$ cat config.mk
export PLATFORM = sky130hd
export DESIGN_NAME = regfile_writeback_ctrl_flat
export DESIGN_NICKNAME = d
export VERILOG_FILES = /design/src/rtl/regfile_writeback_ctrl_if.sv /design/src/rtl/regfile_writeback_ctrl.sv /design/src/flat_wrapper.sv
export SDC_FILE = /design/constraint.sdc
export NUM_CORES = 1
export LEC_CHECK = 0
export ABC_AREA = 1
export ABC_CLOCK_PERIOD_IN_PS = 2150
export CAP_MARGIN = 10
export CORE_AREA = 2 2 189 144
export DETAILED_ROUTE_END_ITERATION = 6
export DIE_AREA = 0 0 191 146
export GPL_TIMING_DRIVEN = 0
export MAX_ROUTING_LAYER = met4
export PLACE_DENSITY_LB_ADDON = 0.05
export SYNTH_ARGS = -nofsm -noshare
export SYNTH_HDL_FRONTEND = slang
export SYNTH_SLANG_ARGS = --single-unit
$ cat constraint.sdc
create_clock -name clk -period 2.15 [get_ports clk]
set_input_delay 0.43 -clock clk [delete_from_list [all_inputs] [get_ports clk]]
set_output_delay 0.43 -clock clk [all_outputs]
set_load 0.02 [all_outputs]
$ cat src/rtl/regfile_writeback_ctrl_if.sv
// Write-back controller bundle: ALU results, load issue/return, decode hazard query, regfile write port.
// master = pipeline/memory side driving requests; slave = the write-back controller.
interface regfile_writeback_ctrl_if;
  logic        alu_valid;
  logic [4:0]  alu_index;
  logic [31:0] alu_data;
  logic        ld_issue;
  logic [4:0]  ld_index;
  logic        ld_ready;
  logic        mem_rvalid;
  logic [31:0] mem_rdata;
  logic        mem_rready;
  logic [4:0]  rs_index;
  logic [4:0]  rt_index;
  logic        rs_busy;
  logic        rt_busy;
  logic [4:0]  wb_index;
  logic [31:0] wb_data;
  logic        wb_we;
  logic        err_proto;

  modport master (
    output alu_valid, alu_index, alu_data, ld_issue, ld_index, mem_rvalid, mem_rdata,
           rs_index, rt_index,
    input  ld_ready, mem_rready, rs_busy, rt_busy, wb_index, wb_data, wb_we, err_proto
  );

  modport slave (
    input  alu_valid, alu_index, alu_data, ld_issue, ld_index, mem_rvalid, mem_rdata,
           rs_index, rt_index,
    output ld_ready, mem_rready, rs_busy, rt_busy, wb_index, wb_data, wb_we, err_proto
  );
endinterface

$ cat src/rtl/regfile_writeback_ctrl.sv
// Merges ALU results and in-order load returns onto the single regfile write port, 1-cycle registered.
// Loads stall via ld_ready (FIFO full / duplicate destination); responses stall via mem_rready (hold full).
module regfile_writeback_ctrl #(
  parameter int LD_DEPTH = 4
) (
  input logic                     clk,
  input logic                     reset,
  regfile_writeback_ctrl_if.slave bus
);
  localparam int          PW       = $clog2(LD_DEPTH);
  localparam logic [PW:0] FULL_CNT = (PW+1)'(LD_DEPTH);

  logic [4:0]    fifo_q [LD_DEPTH];
  logic [4:0]    fifo_d [LD_DEPTH];
  logic [PW-1:0] rd_ptr_q, rd_ptr_d;
  logic [PW-1:0] wr_ptr_q, wr_ptr_d;
  logic [PW:0]   count_q, count_d;
  logic [31:0]   pending_q, pending_d;
  logic          hold_vld_q, hold_vld_d;
  logic [4:0]    hold_idx_q, hold_idx_d;
  logic [31:0]   hold_dat_q, hold_dat_d;
  logic          wb_we_q, wb_we_d;
  logic [4:0]    wb_idx_q, wb_idx_d;
  logic [31:0]   wb_dat_q, wb_dat_d;
  logic          err_q, err_d;

  logic       fifo_full;
  logic       fifo_empty;
  logic       ld_rdy;
  logic       rsp_rdy;
  logic       push;
  logic       pop;
  logic       resp_vld;
  logic       alu_win;
  logic [4:0] head_idx;

  assign fifo_full  = (count_q == FULL_CNT);
  assign fifo_empty = (count_q == '0);
  assign head_idx   = fifo_q[rd_ptr_q];
  assign ld_rdy     = !fifo_full && !((bus.ld_index != 5'd0) && pending_q[bus.ld_index]);
  assign rsp_rdy    = !fifo_empty && !hold_vld_q;
  assign push       = bus.ld_issue && ld_rdy;
  assign pop        = bus.mem_rvalid && rsp_rdy;
  // An index-0 load still pops its FIFO slot but never competes for the write port.
  assign resp_vld   = pop && (head_idx != 5'd0);
  assign alu_win    = bus.alu_valid && (bus.alu_index != 5'd0);

  assign bus.ld_ready   = ld_rdy;
  assign bus.mem_rready = rsp_rdy;
  assign bus.rs_busy    = (bus.rs_index != 5'd0) &&
                          (pending_q[bus.rs_index] || (wb_we_q && (wb_idx_q == bus.rs_index)));
  assign bus.rt_busy    = (bus.rt_index != 5'd0) &&
                          (pending_q[bus.rt_index] || (wb_we_q && (wb_idx_q == bus.rt_index)));
  assign bus.wb_we      = wb_we_q;
  assign bus.wb_index   = wb_idx_q;
  assign bus.wb_data    = wb_dat_q;
  assign bus.err_proto  = err_q;

  always_comb begin
    fifo_d     = fifo_q;
    rd_ptr_d   = rd_ptr_q;
    wr_ptr_d   = wr_ptr_q;
    count_d    = count_q + (PW+1)'(push) - (PW+1)'(pop);
    pending_d  = pending_q;
    hold_vld_d = hold_vld_q;
    hold_idx_d = hold_idx_q;
    hold_dat_d = hold_dat_q;
    wb_we_d    = 1'b0;
    wb_idx_d   = wb_idx_q;
    wb_dat_d   = wb_dat_q;
    err_d      = err_q;

    if (push) begin
      fifo_d[wr_ptr_q] = bus.ld_index;
      wr_ptr_d         = wr_ptr_q + 1'b1;
      if (bus.ld_index != 5'd0) pending_d[bus.ld_index] = 1'b1;
    end
    if (pop) rd_ptr_d = rd_ptr_q + 1'b1;

    if (bus.mem_rvalid && fifo_empty) err_d = 1'b1;
    if (alu_win && pending_q[bus.alu_index]) err_d = 1'b1;

    // Hold can only be occupied when no response is accepted, so at most one load loses.
    if (alu_win) begin
      wb_we_d  = 1'b1;
      wb_idx_d = bus.alu_index;
      wb_dat_d = bus.alu_data;
      if (resp_vld) begin
        hold_vld_d = 1'b1;
        hold_idx_d = head_idx;
        hold_dat_d = bus.mem_rdata;
      end
    end else if (hold_vld_q) begin
      wb_we_d               = 1'b1;
      wb_idx_d              = hold_idx_q;
      wb_dat_d              = hold_dat_q;
      hold_vld_d            = 1'b0;
      pending_d[hold_idx_q] = 1'b0;
    end else if (resp_vld) begin
      wb_we_d             = 1'b1;
      wb_idx_d            = head_idx;
      wb_dat_d            = bus.mem_rdata;
      pending_d[head_idx] = 1'b0;
    end
  end

  always_ff @(posedge clk or negedge reset) begin
    if (!reset) begin
      for (int i = 0; i < LD_DEPTH; i++) fifo_q[i] <= '0;
      rd_ptr_q   <= '0;
      wr_ptr_q   <= '0;
      count_q    <= '0;
      pending_q  <= '0;
      hold_vld_q <= 1'b0;
      hold_idx_q <= '0;
      hold_dat_q <= '0;
      wb_we_q    <= 1'b0;
      wb_idx_q   <= '0;
      wb_dat_q   <= '0;
      err_q      <= 1'b0;
    end else begin
      fifo_q     <= fifo_d;
      rd_ptr_q   <= rd_ptr_d;
      wr_ptr_q   <= wr_ptr_d;
      count_q    <= count_d;
      pending_q  <= pending_d;
      hold_vld_q <= hold_vld_d;
      hold_idx_q <= hold_idx_d;
      hold_dat_q <= hold_dat_d;
      wb_we_q    <= wb_we_d;
      wb_idx_q   <= wb_idx_d;
      wb_dat_q   <= wb_dat_d;
      err_q      <= err_d;
    end
  end
endmodule
$ cat src/flat_wrapper.sv
// flat-port wrapper written by rule: the top's interface ports become plain ports
module regfile_writeback_ctrl_flat 
#(
  parameter int LD_DEPTH = 4
)
  (clk, reset, bus_alu_valid, bus_alu_index, bus_alu_data, bus_ld_issue, bus_ld_index, bus_mem_rvalid, bus_mem_rdata, bus_rs_index, bus_rt_index, bus_ld_ready, bus_mem_rready, bus_rs_busy, bus_rt_busy, bus_wb_index, bus_wb_data, bus_wb_we, bus_err_proto);
  regfile_writeback_ctrl_if bus_i ();
  input logic clk;
  input logic reset;
  input wire logic [$bits(bus_i.alu_valid)-1:0] bus_alu_valid;
  input wire logic [$bits(bus_i.alu_index)-1:0] bus_alu_index;
  input wire logic [$bits(bus_i.alu_data)-1:0] bus_alu_data;
  input wire logic [$bits(bus_i.ld_issue)-1:0] bus_ld_issue;
  input wire logic [$bits(bus_i.ld_index)-1:0] bus_ld_index;
  input wire logic [$bits(bus_i.mem_rvalid)-1:0] bus_mem_rvalid;
  input wire logic [$bits(bus_i.mem_rdata)-1:0] bus_mem_rdata;
  input wire logic [$bits(bus_i.rs_index)-1:0] bus_rs_index;
  input wire logic [$bits(bus_i.rt_index)-1:0] bus_rt_index;
  output wire logic [$bits(bus_i.ld_ready)-1:0] bus_ld_ready;
  output wire logic [$bits(bus_i.mem_rready)-1:0] bus_mem_rready;
  output wire logic [$bits(bus_i.rs_busy)-1:0] bus_rs_busy;
  output wire logic [$bits(bus_i.rt_busy)-1:0] bus_rt_busy;
  output wire logic [$bits(bus_i.wb_index)-1:0] bus_wb_index;
  output wire logic [$bits(bus_i.wb_data)-1:0] bus_wb_data;
  output wire logic [$bits(bus_i.wb_we)-1:0] bus_wb_we;
  output wire logic [$bits(bus_i.err_proto)-1:0] bus_err_proto;
  assign bus_i.alu_valid = bus_alu_valid;
  assign bus_i.alu_index = bus_alu_index;
  assign bus_i.alu_data = bus_alu_data;
  assign bus_i.ld_issue = bus_ld_issue;
  assign bus_i.ld_index = bus_ld_index;
  assign bus_i.mem_rvalid = bus_mem_rvalid;
  assign bus_i.mem_rdata = bus_mem_rdata;
  assign bus_i.rs_index = bus_rs_index;
  assign bus_i.rt_index = bus_rt_index;
  assign bus_ld_ready = bus_i.ld_ready;
  assign bus_mem_rready = bus_i.mem_rready;
  assign bus_rs_busy = bus_i.rs_busy;
  assign bus_rt_busy = bus_i.rt_busy;
  assign bus_wb_index = bus_i.wb_index;
  assign bus_wb_data = bus_i.wb_data;
  assign bus_wb_we = bus_i.wb_we;
  assign bus_err_proto = bus_i.err_proto;
  regfile_writeback_ctrl #(.LD_DEPTH(LD_DEPTH)) u_core (.clk(clk), .reset(reset), .bus(bus_i));
endmodule
[Word-level counts from Yosys, hierarchy flattened]
Cells that the tools add are included.
Word-level totals
  flip-flop bits (word level): 136
  bits of input ports: 89
  output and inout bits: 43
  logic and storage cells: 112
Cells by class
  $add $sub $neg: 4
  order comparisons: 12
  eq/ne operators: 4
  muxes and demuxes: 38
  bitwise gates (word level): 7
  reductions and logical operators: 32
Operators by type and width (count)
  $mux W32: 8
  $and A32 B32 Y32: 2
  $not A32 Y32: 2
  $lt A5 B6 Y1 const B: 6
  $or A32 B32 Y32: 1
  $mux W5: 6
  $reduce_bool A5 Y1: 5
  $bmux W1 S5: 4
  $bwmux W20: 1
  $logic_and A1 B1 Y1: 17
  $demux W1 S5: 3
  $ge A5 B1 Y1 const B: 3
  $mux W1: 14
  $bmux W5 S2: 1
  $demux W5 S2: 1
  $eq A5 B5 Y1: 2
  $ge A3 B3 Y1 const B: 2
  $not A2 Y3: 2
  $add A2 B1 Y2 const B: 2
  $logic_not A1 Y1: 4
  $add A3 B1 Y3: 1
  $eq A3 B3 Y1 const B: 1
  $logic_not A3 Y1: 1
  $lt A3 B1 Y1 const B: 1
  other kinds (6): 7

[Longest topological paths before layout]
Gate-level depths: netlist (run 1).
  word-level depth: 13
  mapped depth: 17

[Worst setup path before layout (run 1)]
Ideal clock, no wire load.
  path kind: input-to-reg
  start: input bus_ld_index[0]
  end: register u_core.count_q[2]
  arrival time: 2.229 ns
  required time: 2.021 ns
  slack: -0.207 ns
  stages on the path: 15
  buffers on the path: 2
  path through: buf_4 buf_2 o21ai_0 nand2_1 nand2_1 nand2_1 nand2_1 nor2_1 nand2_1 nand2_4 nand3_1 inv_1 ha_1 fa_1 xor2_1
On the way
  word-level cells in the longest chain between the ends: 8
  elaborated cells on any way between the ends: 9
  those cells by class: 2 x add/sub; 2 x mux; 5 x reduce/logical
RTL lines
  from (decl): line flat_wrapper.sv:14  | input wire logic [$bits(bus_i.ld_index)-1:0] bus_ld_index;
  $bmux W1 S5: line regfile_writeback_ctrl.sv:40  | assign ld_rdy = !fifo_full && !((bus.ld_index != 5'd0) && pending_q[bus.ld_index]);
  $mux W1 (implied by the code): line regfile_writeback_ctrl.sv:40
  $logic_and A1 B1 Y1 (*): line regfile_writeback_ctrl.sv:40
  $logic_not A1 Y1 (*): line regfile_writeback_ctrl.sv:40
  $logic_and A1 B1 Y1 (*): line regfile_writeback_ctrl.sv:40
  $logic_and A1 B1 Y1 (*): line regfile_writeback_ctrl.sv:42  | assign push = bus.ld_issue && ld_rdy;
  $add A3 B1 Y3 (*): line regfile_writeback_ctrl.sv:63  | count_d = count_q + (PW+1)'(push) - (PW+1)'(pop);
  $sub A3 B1 Y3 (*): line regfile_writeback_ctrl.sv:63
  via u_core.count_d[2]: line regfile_writeback_ctrl.sv:17  | logic [PW:0] count_q, count_d;
  to (signal assigned): line regfile_writeback_ctrl.sv:125  | count_q <= count_d;
  to (decl): line regfile_writeback_ctrl.sv:17
Mark *: on every way through the listed nets, which the timed path passes. The rest lies on a longest branch. The select of a mux whose other input is x is not followed.
A chain may end at the register's enable or synchronous reset.

[Worst setup path in the final report (run 1)]
  start: register u_core.pending_q[19]
  end: output bus_ld_ready
On the way
  word-level cells in the longest chain between the ends: 5
RTL lines
  from (decl): line regfile_writeback_ctrl.sv:18  | logic [31:0] pending_q, pending_d;
  from (signal assigned): line regfile_writeback_ctrl.sv:126  | pending_q <= pending_d;
  $bmux W1 S5: line regfile_writeback_ctrl.sv:40
  $mux W1 (implied by the code): line regfile_writeback_ctrl.sv:40
  $logic_and A1 B1 Y1: line regfile_writeback_ctrl.sv:40
  $logic_not A1 Y1: line regfile_writeback_ctrl.sv:40
  $logic_and A1 B1 Y1: line regfile_writeback_ctrl.sv:40
  to (decl): line flat_wrapper.sv:19  | output wire logic [$bits(bus_i.ld_ready)-1:0] bus_ld_ready;
Every way passes these cells. The select of a mux whose other input is x is not followed.

==> results of run 1 <==
[power by group through the flow]
stage	Sequential [mW]	Combinational, mW	Clock (mW)
CTS	4.62	8.32	3.03
finish	4.65	8.82	2.99
detailed placement	4.67	7.63	0
global placement	4.67	7.60	0
global route	4.81	9.64	3.16
floorplan	4.86	4.54	0
[registers in the layout, indices dropped and copies added (netlist names), 2 cells and up]
| signal | cells |
|---|---|
| u_core.bus.wb_data | 32 |
| u_core.hold_dat_q | 32 |
| u_core.pending_q | 32 |
| u_core.fifo_q | 20 |
| u_core.bus.wb_index | 5 |
| u_core.hold_idx_q | 5 |
| u_core.count_q | 3 |
| u_core.rd_ptr_q | 2 |
| u_core.wr_ptr_q | 2 |
[cells in the final DEF (no fill, tap or decap), types with 32 or more instances in the layout]
cell and instances:
nand2_1 351, a21oi_1 79, o21ai_0 80, nor2_1 79, clkdlybuf4s50_1 110, a41oi_2 32, nand4_1 62, dfrtp_1 127
nand3_1 93, inv_1 77, buf_4 35
[Yosys cell counts]
library cell / n / area share
o211ai_1: 6 / 0.0050
nand4_1: 62 / 0.043
a21oi_1: 84 / 0.047
buf_8: 2 / 0.0033
a31oi_1: 5 / 0.0035
ha_1: 6 / 0.0083
o221ai_2: 1 / 0.0017
o22ai_1: 10 / 0.0070
inv_1: 94 / 0.039
nand2_4: 4 / 0.0050
a221oi_1: 2 / 0.0019
o21ai_1: 5 / 0.0028
xor2_1: 5 / 0.0049
nand2_1: 360 / 0.15
buf_2: 22 / 0.012
buf_4: 8 / 0.0067
nand3_1: 98 / 0.054
nor2_4: 1 / 0.0013
nor2_1: 93 / 0.039
a41oi_2: 32 / 0.058
xnor2_1: 2 / 0.0019
o21ai_0: 92 / 0.051
a21o_1: 1 / 0.00083
buf_1: 2 / 0.00083
a211oi_1: 1 / 0.00083
nor2_2: 12 / 0.0083
fa_1: 1 / 0.0022
buf_6: 13 / 0.016
o2111ai_1: 1 / 0.00097
o31ai_1: 1 / 0.00083
dfrtp_1: 136 / 0.38
a21oi_2: 2 / 0.0019
inv_2: 9 / 0.0038
clkbuf_1: 36 / 0.015
nor3_1: 24 / 0.013
o2111ai_2: 1 / 0.0017
o21ai_2: 2 / 0.0019
nand2_2: 9 / 0.0063
[metrics by stage]
stage / total power [mW] / setup TNS [ps] / area, µm²
final: 16.5 / -492 / 11900
after global placement: 12.3 / -785300 / 10700
after detailed placement: 12.3 / -45340 / 10700
after CTS: 16.0 / -489 / 11700
after floorplan: 9.40 / -6.35 / 9060
after global routing: 17.6 / -1510 / 11900
[worst max-delay path, cell delays in order (launching register included)]
cell and delay [ps]:
dfrtp_2 440, nand2_1 70, nand2_1 60, nand2_1 50, nand2_1 80, nand2_1 60, nand2_1 60, nor2_2 110
nand2_2 90, a21oi_4 160, buf_6 120, buf_6 100
[metal layers]
metal,track usage,share of wire
met1,0.392,0.51
met4,0.0597,0.012
met5,-,0
met2,0.349,0.42
met3,0.0391,0.053
[layout make-up]
cell class | count | area, µm² | area share
antenna | 1 | 2.50 | 0.000210
clock inverter | 14 | 144 | 0.0120
tap | 344 | 430 | 0.0360
buffer | 82 | 572 | 0.0479
timing repair buffer | 152 | 1520 | 0.128
clock buffer | 18 | 439 | 0.0368
inverter | 103 | 399 | 0.0334
multi-input combinational | 923 | 5020 | 0.420
sequential | 136 | 3410 | 0.286
[kinds of logic after synthesis]
group | after synthesis | share of synthesized area
flip-flops | 136 | 0.378
XOR/XNOR | 7 | 0.00681
buffers and inverters | 186 | 0.0973
AND/OR/NAND/NOR | 663 | 0.321
adder cells (fa/ha/maj) | 7 | 0.0106
AO/OA/AOI/OAI | 246 | 0.187
[worst paths after layout]
kind | from | to | slack, ps | cells past startpoint
worst max-delay path | u_core.pending_q[19]$_DFF_PN0_ | bus_ld_ready | -130 | 11
worst min-delay path | reset | u_core.wr_ptr_q[1]$_DFFE_PN0N_ | -30 | 1
worst max register to register | u_core.pending_q[19]$_DFF_PN0_ | u_core.count_q[1]$_DFF_PN0_ | -110 | 15
worst min register to register | u_core.hold_dat_q[27]$_DFFE_PN0P_ | u_core.hold_dat_q[27]$_DFFE_PN0P_ | 470 | 2
max in group asynchronous | reset | u_core.bus.wb_index[4]$_DFFE_PN0P_ | 1360 | 2
min in group clk | bus_ld_index[2] | u_core.fifo_q[2]$_DFFE_PN0P_ | 350 | 3
[repair_timing]
action / in CTS / in global routing
pin swaps: 17 / 20
cloned: 0 / 2
resized for setup: 101 / 56
setup endpoints to repair: 91 / 114
buffers inserted: 24 / 7
==> results.yml, run 1 <==
clock_network:
  cts_tree: "yes"
  clk_pin_slew_ps: 70
  insertion_delay_ps: 440
  hold_buffers: 0
  clk_path_buf_depth: 2
  cts_sinks: 136
  htreeDepth: 4
  cts_made_buffers: 17
  clockRootBuffer: "clkbuf_16"
setup_path:
  cp_max_fo: 4
  required_ps: 1720
  startpoint_type: "register"
  worstSetupPathType: "register to primary output"
  arrival_ps: 1850
  cp-end-kind: "primary output"
grt:
  grt_overflow_total: 0
  grt_pass1_wl_um: 53100
  grt_max_degree: 74
  grt_pass1_vias: 9048
  track_usage: 0.257
  antenna_found_initial: 1
timing:
  post-route-min-period_ps: 2280
  tightest_slew_ps: 649
  relSlewSlack: 0.567
  rsz0062_at_grt: "true"
  setup_viol: 5
  finalClockSkew_ps: 15.1
  final_hold_viol_count: 7
  timing.hold.ws_ps: -26.5
  final.setup.worst_slack_ps: -133
  fin_crit_sh: 1.06
  slew_viol_final: 0
  max_freq_mhz: 438
finish:
  area_growth_pct: 32.7
  fin_nets: 1511
  finalNonFillerCells: 1773
  drive_gt1_frac: 0.198
  finish.utilization: 0.462
  n_fill_cell: 2668
placement:
  dp_cells: 1708
  port-buffer-count: 118
  place_hpwl_um: 25200
  dpl_worst_slack_ps: -896
  gp_congestion: 0.908
power_and_ir_drop:
  vdd.ir_drop.worst_mv: 0.667
  switchingPower_mw: 7.54
  p_seq_frac: 0.283
  combPwrFrac: 0.536
  internal_power_mw: 8.92
  p_clk_frac: 0.182
  sw_frac_of_total: 0.458
  cellPowerDensity_nw_per_um2: 1380
  leakage_nw: 5.26
yosys:
  synth_cell_types: 38
  ys_seq_area_frac: 0.378
  ys_ff_latch: 136
  ys_warn_count: 0
  syn-cell-area_um2: 9000
  syn-num-nets: 1341
  syn_area_per_cell_um2: 7.23
  synth_cells: 1245
floorplan:
  rows: 51
  io_pins: 132
  core-area_um2: 25800
  die_x_um: 191
  die-area_um2: 27900
  die_h_um: 146
  initial_core_util: 0.348
status:
  status: "finished with violations"
  failed_checks: "hold timing, setup timing"
job:
  drv_cap: 0
routing:
  vias_per_cell: 5.28
  ant_nets: 0
  first_iter_violations: 750
  drt-total-wl_um: 34000
  drc: 0
  wire_per_inst_um: 19.2
  num_vias: 9369
  first_pass_iters: 6
hold_path:
  hold_path_class: "primary input to asynchronous set/reset pin"
No activity file was read; power rests on OpenSTA's default activity.
==> run 2: changes to the inputs <==
--- a/config.mk
+++ b/config.mk
@@ -14,6 +14,7 @@
 export GPL_TIMING_DRIVEN = 0
 export MAX_ROUTING_LAYER = met4
 export PLACE_DENSITY_LB_ADDON = 0.05
+export RECOVER_POWER = 25
 export SYNTH_ARGS = -nofsm -noshare
 export SYNTH_HDL_FRONTEND = slang
 export SYNTH_SLANG_ARGS = --single-unit
==> results.yml, run 2 (synthesized netlist as in run 1, its figures left out) <==
status:
  status: "finished with violations"
  failed_checks: "capacitance limit, slew limit, setup timing"
hold_path:
  hold_depth: 3
  min_to: "u_core.fifo_q[7]$_DFFE_PN0P_"
  hold_path_class: "primary input to register"
  worstHoldStart: "bus_ld_index[2]"
clock_network:
  cts_sinks: 136
  clk_path_buf_depth: 2
  clk_pin_slew_ps: 70
  cts_tree: "yes"
  hold_buffers: 0
  cts_made_buffers: 17
  insertion_delay_ps: 440
  clockRootBuffer: "clkbuf_16"
  htreeDepth: 4
timing:
  tightest_slew_ps: 1700
  fin_setup_tns_ps: -525
  post-route-min-period_ps: 2280
  fin_crit_sh: 1.06
  max_freq_mhz: 438
  relSlewSlack: -0.131
  timing.hold.ws_ps: 347
  finalClockSkew_ps: 16.7
  final.setup.worst_slack_ps: -133
  rsz0062_at_grt: "true"
  final_hold_viol_count: 0
  setup_viol: 5
  slew_viol_final: 65
grt:
  grt_pass1_wl_um: 53100
  grt_max_degree: 74
  antenna_found_initial: 1
  grt_pass1_vias: 9048
  grt_overflow_total: 0
  track_usage: 0.257
placement:
  port-buffer-count: 118
  gp_congestion: 0.908
  place_hpwl_um: 25200
  dp_cells: 1708
routing:
  drc: 0
  wire_per_inst_um: 19.2
  num_vias: 9374
  drt-total-wl_um: 34000
  vias_per_cell: 5.29
  first_pass_iters: 7
  ant_nets: 0
  first_iter_violations: 782
finish:
  final_cell_mix: "351 x nand2_1, 127 x dfrtp_1, 110 x clkdlybuf4s50_1, 93 x nand3_1, 80 x o21ai_0"
  area_growth_pct: 32.4
  finalNonFillerCells: 1773
  final_common_cell: "nand2_1"
  drive_gt1_frac: 0.198
  fin_nets: 1511
floorplan:
  core-area_um2: 25800
  rows: 51
  die-area_um2: 27900
  die_x_um: 191
  io_pins: 132
  initial_core_util: 0.348
  die_h_um: 146
setup_path:
  cp_max_fo: 4
  r2r-start: "u_core.pending_q[19]$_DFF_PN0_"
  arrival_ps: 1850
  worstSetupPathType: "register to primary output"
  reg2reg_depth: 15
  required_ps: 1720
  cp-end-kind: "primary output"
  startpoint_type: "register"
  rrSetupSlack_ps: -120
  worstReg2RegEnd: "u_core.count_q[1]$_DFF_PN0_"
job:
  drv_cap: 1
power_and_ir_drop:
  cellPowerDensity_nw_per_um2: 1380
  leakage_nw: 5.25
  power_mw: 16.5
  vdd.ir_drop.worst_mv: 0.671
run 2: cell count changes in the layout (fill, tap and decap cells not counted), sizes merged:
cell	delta
clkbuf	+1
buf	-1
run 2: layout make-up:
| cell class | instances | area [µm²] |
|---|---|---|
| Fill cell | 2673 | 13900 |
| Multi-Input combinational cell | 923 | 5020 |
| Sequential cell | 136 | 3410 |
| Timing Repair Buffer | 152 | 1500 |
| Buffer | 82 | 572 |
| Clock buffer | 18 | 439 |
| Tap cell | 344 | 430 |
| Inverter | 103 | 399 |
| Clock inverter | 14 | 144 |
| Antenna cell | 1 | 2.50 |
run 2: worst max-delay path by stage:
| stage | to | slack, ps | start |
|---|---|---|---|
| 3_5_place_dp | bus_rs_busy | -900 | bus_rs_index[0] |
| 6_report | bus_ld_ready | -130 | u_core.pending_q[19]$_DFF_PN0_ |
| 3_3_place_gp | u_core.bus.wb_data[21]$_DFFE_PN0P_ | -5450 | reset |
| 5_1_grt | bus_ld_ready | -240 | u_core.pending_q[20]$_DFF_PN0_ |
| 4_1_cts | bus_ld_ready | -150 | u_core.pending_q[31]$_DFF_PN0_ |
| 2_1_floorplan | u_core.count_q[2]$_DFF_PN0_ | -6 | bus_ld_index[0] |
run 2: report_power, final:
part           leakage (nW)  switching (mW)  total [mW]  internal (mW)
registers              1.65           0.887        4.65           3.76
logic                  3.32            5.42        8.83           3.41
clock network         0.287            1.24        2.99           1.74
run 2: repair_timing:
item / 4_1_cts / 5_1_grt
pin swaps: 17 / 20
endpoints found under the setup margin: 91 / 114
gates resized for setup: 101 / 56
setup buffers: 24 / 7
cloned: 0 / 2
run 2: worst max-delay path: stages (launching register included):
cell and delay [ps]:
dfrtp_2 440, nand2_1 70, nand2_1 50, nand2_1 50, nand2_1 80, nand2_1 60
nand2_1 60, nor2_2 110, nand2_2 90, a21oi_4 160, buf_6 120, buf_6 100
run 2: per-layer routing:
layer / part of all wire / routed length [µm] / vias to the layer above / GRT usage
li1: - / - / 4540 / -
met2: 0.42 / 14200 / 280 / 0.349
met3: 0.051 / 1720 / 31 / 0.0391
met5: 0 / 0 / - / -
met4: 0.013 / 426 / 0 / 0.0597
met1: 0.52 / 17600 / 4523 / 0.392
run 2: stage by stage:
| step | utilization | setup WS, ps | cell area, µm² |
|---|---|---|---|
| 3_3_place_gp | 0.413 | -5450 | 10700 |
| 2_1_floorplan | - | -6.35 | 9060 |
| 6_report | 0.461 | -133 | 11900 |
| 5_1_grt | 0.461 | -239 | 11900 |
| 4_1_cts | 0.452 | -152 | 11700 |
| 3_5_place_dp | 0.414 | -896 | 10700 |
==> run 3: changes to the inputs <==
--- a/config.mk
+++ b/config.mk
@@ -8,9 +8,9 @@
 export ABC_AREA = 1
 export ABC_CLOCK_PERIOD_IN_PS = 2150
 export CAP_MARGIN = 10
-export CORE_AREA = 2 2 189 144
+export CORE_AREA = 8 8 195 150
 export DETAILED_ROUTE_END_ITERATION = 6
-export DIE_AREA = 0 0 191 146
+export DIE_AREA = 0 0 203 158
 export GPL_TIMING_DRIVEN = 0
 export MAX_ROUTING_LAYER = met4
 export PLACE_DENSITY_LB_ADDON = 0.05
==> results.yml, run 3 (synthesized netlist as in run 1, its figures left out) <==
grt:
  grt_max_degree: 83
  grt_pass1_wl_um: 54800
  antenna_found_initial: 0
  track_usage: 0.228
  grt_overflow_total: 0
  grt_pass1_vias: 9289
finish:
  area_growth_pct: 34.1
  drive_gt1_frac: 0.212
  final_cell_mix: "353 x nand2_1, 128 x dfrtp_1, 107 x clkdlybuf4s50_1, 91 x nand3_1, 80 x nor2_1"
  fin_nets: 1524
  finalNonFillerCells: 1793
  final_area_um2: 12100
  final_common_cell: "nand2_1"
clock_network:
  clk_pin_slew_ps: 70
  cts_tree: "yes"
  cts_sinks: 136
  clk_path_buf_depth: 2
  htreeDepth: 4
  cts_made_buffers: 17
  clockRootBuffer: "clkbuf_16"
  insertion_delay_ps: 430
setup_path:
  path_cells: "nand2_1 -> nand2_1 -> nand2_1 -> nand2_1 -> nand2_1 -> nand2_1 -> nor2_2 -> nand2_2 -> a21oi_4 -> buf_6 -> buf_6"
  required_ps: 1720
  worstSetupPathType: "register to primary output"
  cp_top_family: "simple AND/OR/NAND/NOR gates"
  max_stage_delay_ps: 440
  cp_max_fo: 3
  cp-end-kind: "primary output"
  startpoint: "u_core.pending_q[31]$_DFF_PN0_"
  critPathSlowestCell: "dfrtp_2"
  arrival_ps: 1840
  crit_top_cell: "nand2_1"
  crit_buf_inv: 2
  r2r-start: "u_core.count_q[2]$_DFF_PN0_"
  startpoint_type: "register"
power_and_ir_drop:
  vdd.ir_drop.worst_mv: 0.612
  cellPowerDensity_nw_per_um2: 1390
  leakage_nw: 5.30
  power_mw: 16.8
timing:
  tightest_slew_ps: 1420
  final.setup.worst_slack_ps: -125
  post-route-min-period_ps: 2270
  fin_setup_tns_ps: -247
  final_hold_viol_count: 0
  fin_crit_sh: 1.06
  max_freq_mhz: 440
  slew_viol_final: 0
  rsz0062_at_grt: "true"
  finalClockSkew_ps: 10.5
  relSlewSlack: 0.0555
  setup_viol: 4
floorplan:
  initial_core_util: 0.342
  die_x_um: 203
  rows: 52
  die-area_um2: 32100
  io_pins: 132
  die_h_um: 158
  core-area_um2: 26400
routing:
  vias_per_cell: 5.29
  num_vias: 9481
  first_iter_violations: 762
  routed.top_layer: "met4"
  first_pass_iters: 5
  drc: 0
  drt-total-wl_um: 35900
  ant_nets: 0
  wl_met2_um: 15300
  wl_met1_um: 18000
  wire_per_inst_um: 20.0
  wl_met3_um: 2210
hold_path:
  worstHoldStart: "bus_ld_index[3]"
  hold_path_class: "primary input to register"
placement:
  placed_area_um2: 10700
  gp_congestion: 0.900
  dp_cells: 1715
  place_hpwl_um: 26500
  dpl_worst_slack_ps: -901
  port-buffer-count: 118
status:
  failed_checks: "setup timing"
  status: "finished with violations"
job:
  drv_cap: 0
-- run 3: cell count changes in the layout (fill, tap and decap cells not counted), sizes merged --
| cell | change |
|---|---|
| buf | +18 |
| clkbuf | -5 |
| clkdlybuf4s50 | -3 |
| clkinvlp | +3 |
| clkinv | -2 |
| dlygate4sd2 | +2 |
| inv | -2 |
| clkdlybuf4s15 | +1 |
| dlygate4sd3 | +1 |
-- run 3: layer usage --
metal | vias up | GRT usage
met2 | 297 | 0.320
met1 | 4572 | 0.329
met3 | 41 | 0.0464
li1 | 4571 | -
met5 | - | -
met4 | 0 | 0.0593
-- run 3: worst paths after layout --
kind                            depth (start not counted)  slack [ps]                          endpoint
min in group asynchronous                               2         880     u_core.fifo_q[14]$_DFFE_PN0P_
worst max-delay path                                   11        -120                      bus_ld_ready
worst min-delay path                                    3         360      u_core.fifo_q[8]$_DFFE_PN0P_
worst max register to register                          9           0       u_core.count_q[2]$_DFF_PN0_
max in group asynchronous                               3         170     u_core.pending_q[0]$_DFF_PN0_
worst min register to register                          2         470  u_core.hold_dat_q[5]$_DFFE_PN0P_
-- run 3: cell type report --
type,instances,area (µm²)
Sequential cell,136,3410
Clock inverter,13,148
Fill cell,2702,14300
Multi-Input combinational cell,923,5070
Timing Repair Buffer,165,1590
Antenna cell,1,2.50
Clock buffer,19,433
Buffer,82,573
Inverter,103,405
Tap cell,351,439
-- run 3: worst reg2reg max path: cells and delay by family, from the launching register on --
kind | cells | cell delay (ps)
XOR/XNOR | 1 | 150
adder cells (fa/ha/maj) | 3 | 780
buffers and inverters | 2 | 170
flip-flops | 1 | 420
AND/OR/NAND/NOR | 3 | 520
-- run 3: what timing repair did --
action | in CTS | in global routing
hold buffers | 1 | 0
setup buffers | 33 | 13
pin swaps | 17 | 20
gates resized for setup | 129 | 64
setup endpoints to repair | 106 | 121
endpoints found under the hold margin | 23 | 0
gates cloned | 0 | 0
-- run 3: power breakdown --
group          internal [mW]  leakage [nW]  total [mW]  switching, mW
logic                   3.60          3.38        9.20           5.60
registers               3.76          1.65        4.64          0.884
clock network           1.72         0.271        2.99           1.27
-- run 3: metrics by stage --
| step | hold slack (ps) | utilization |
|---|---|---|
| floorplan | 134 | - |
| global placement | 454 | 0.405 |
| detailed placement | 456 | 0.407 |
| CTS | 333 | 0.448 |
| global route | 362 | 0.458 |
| finish | 362 | 0.458 |
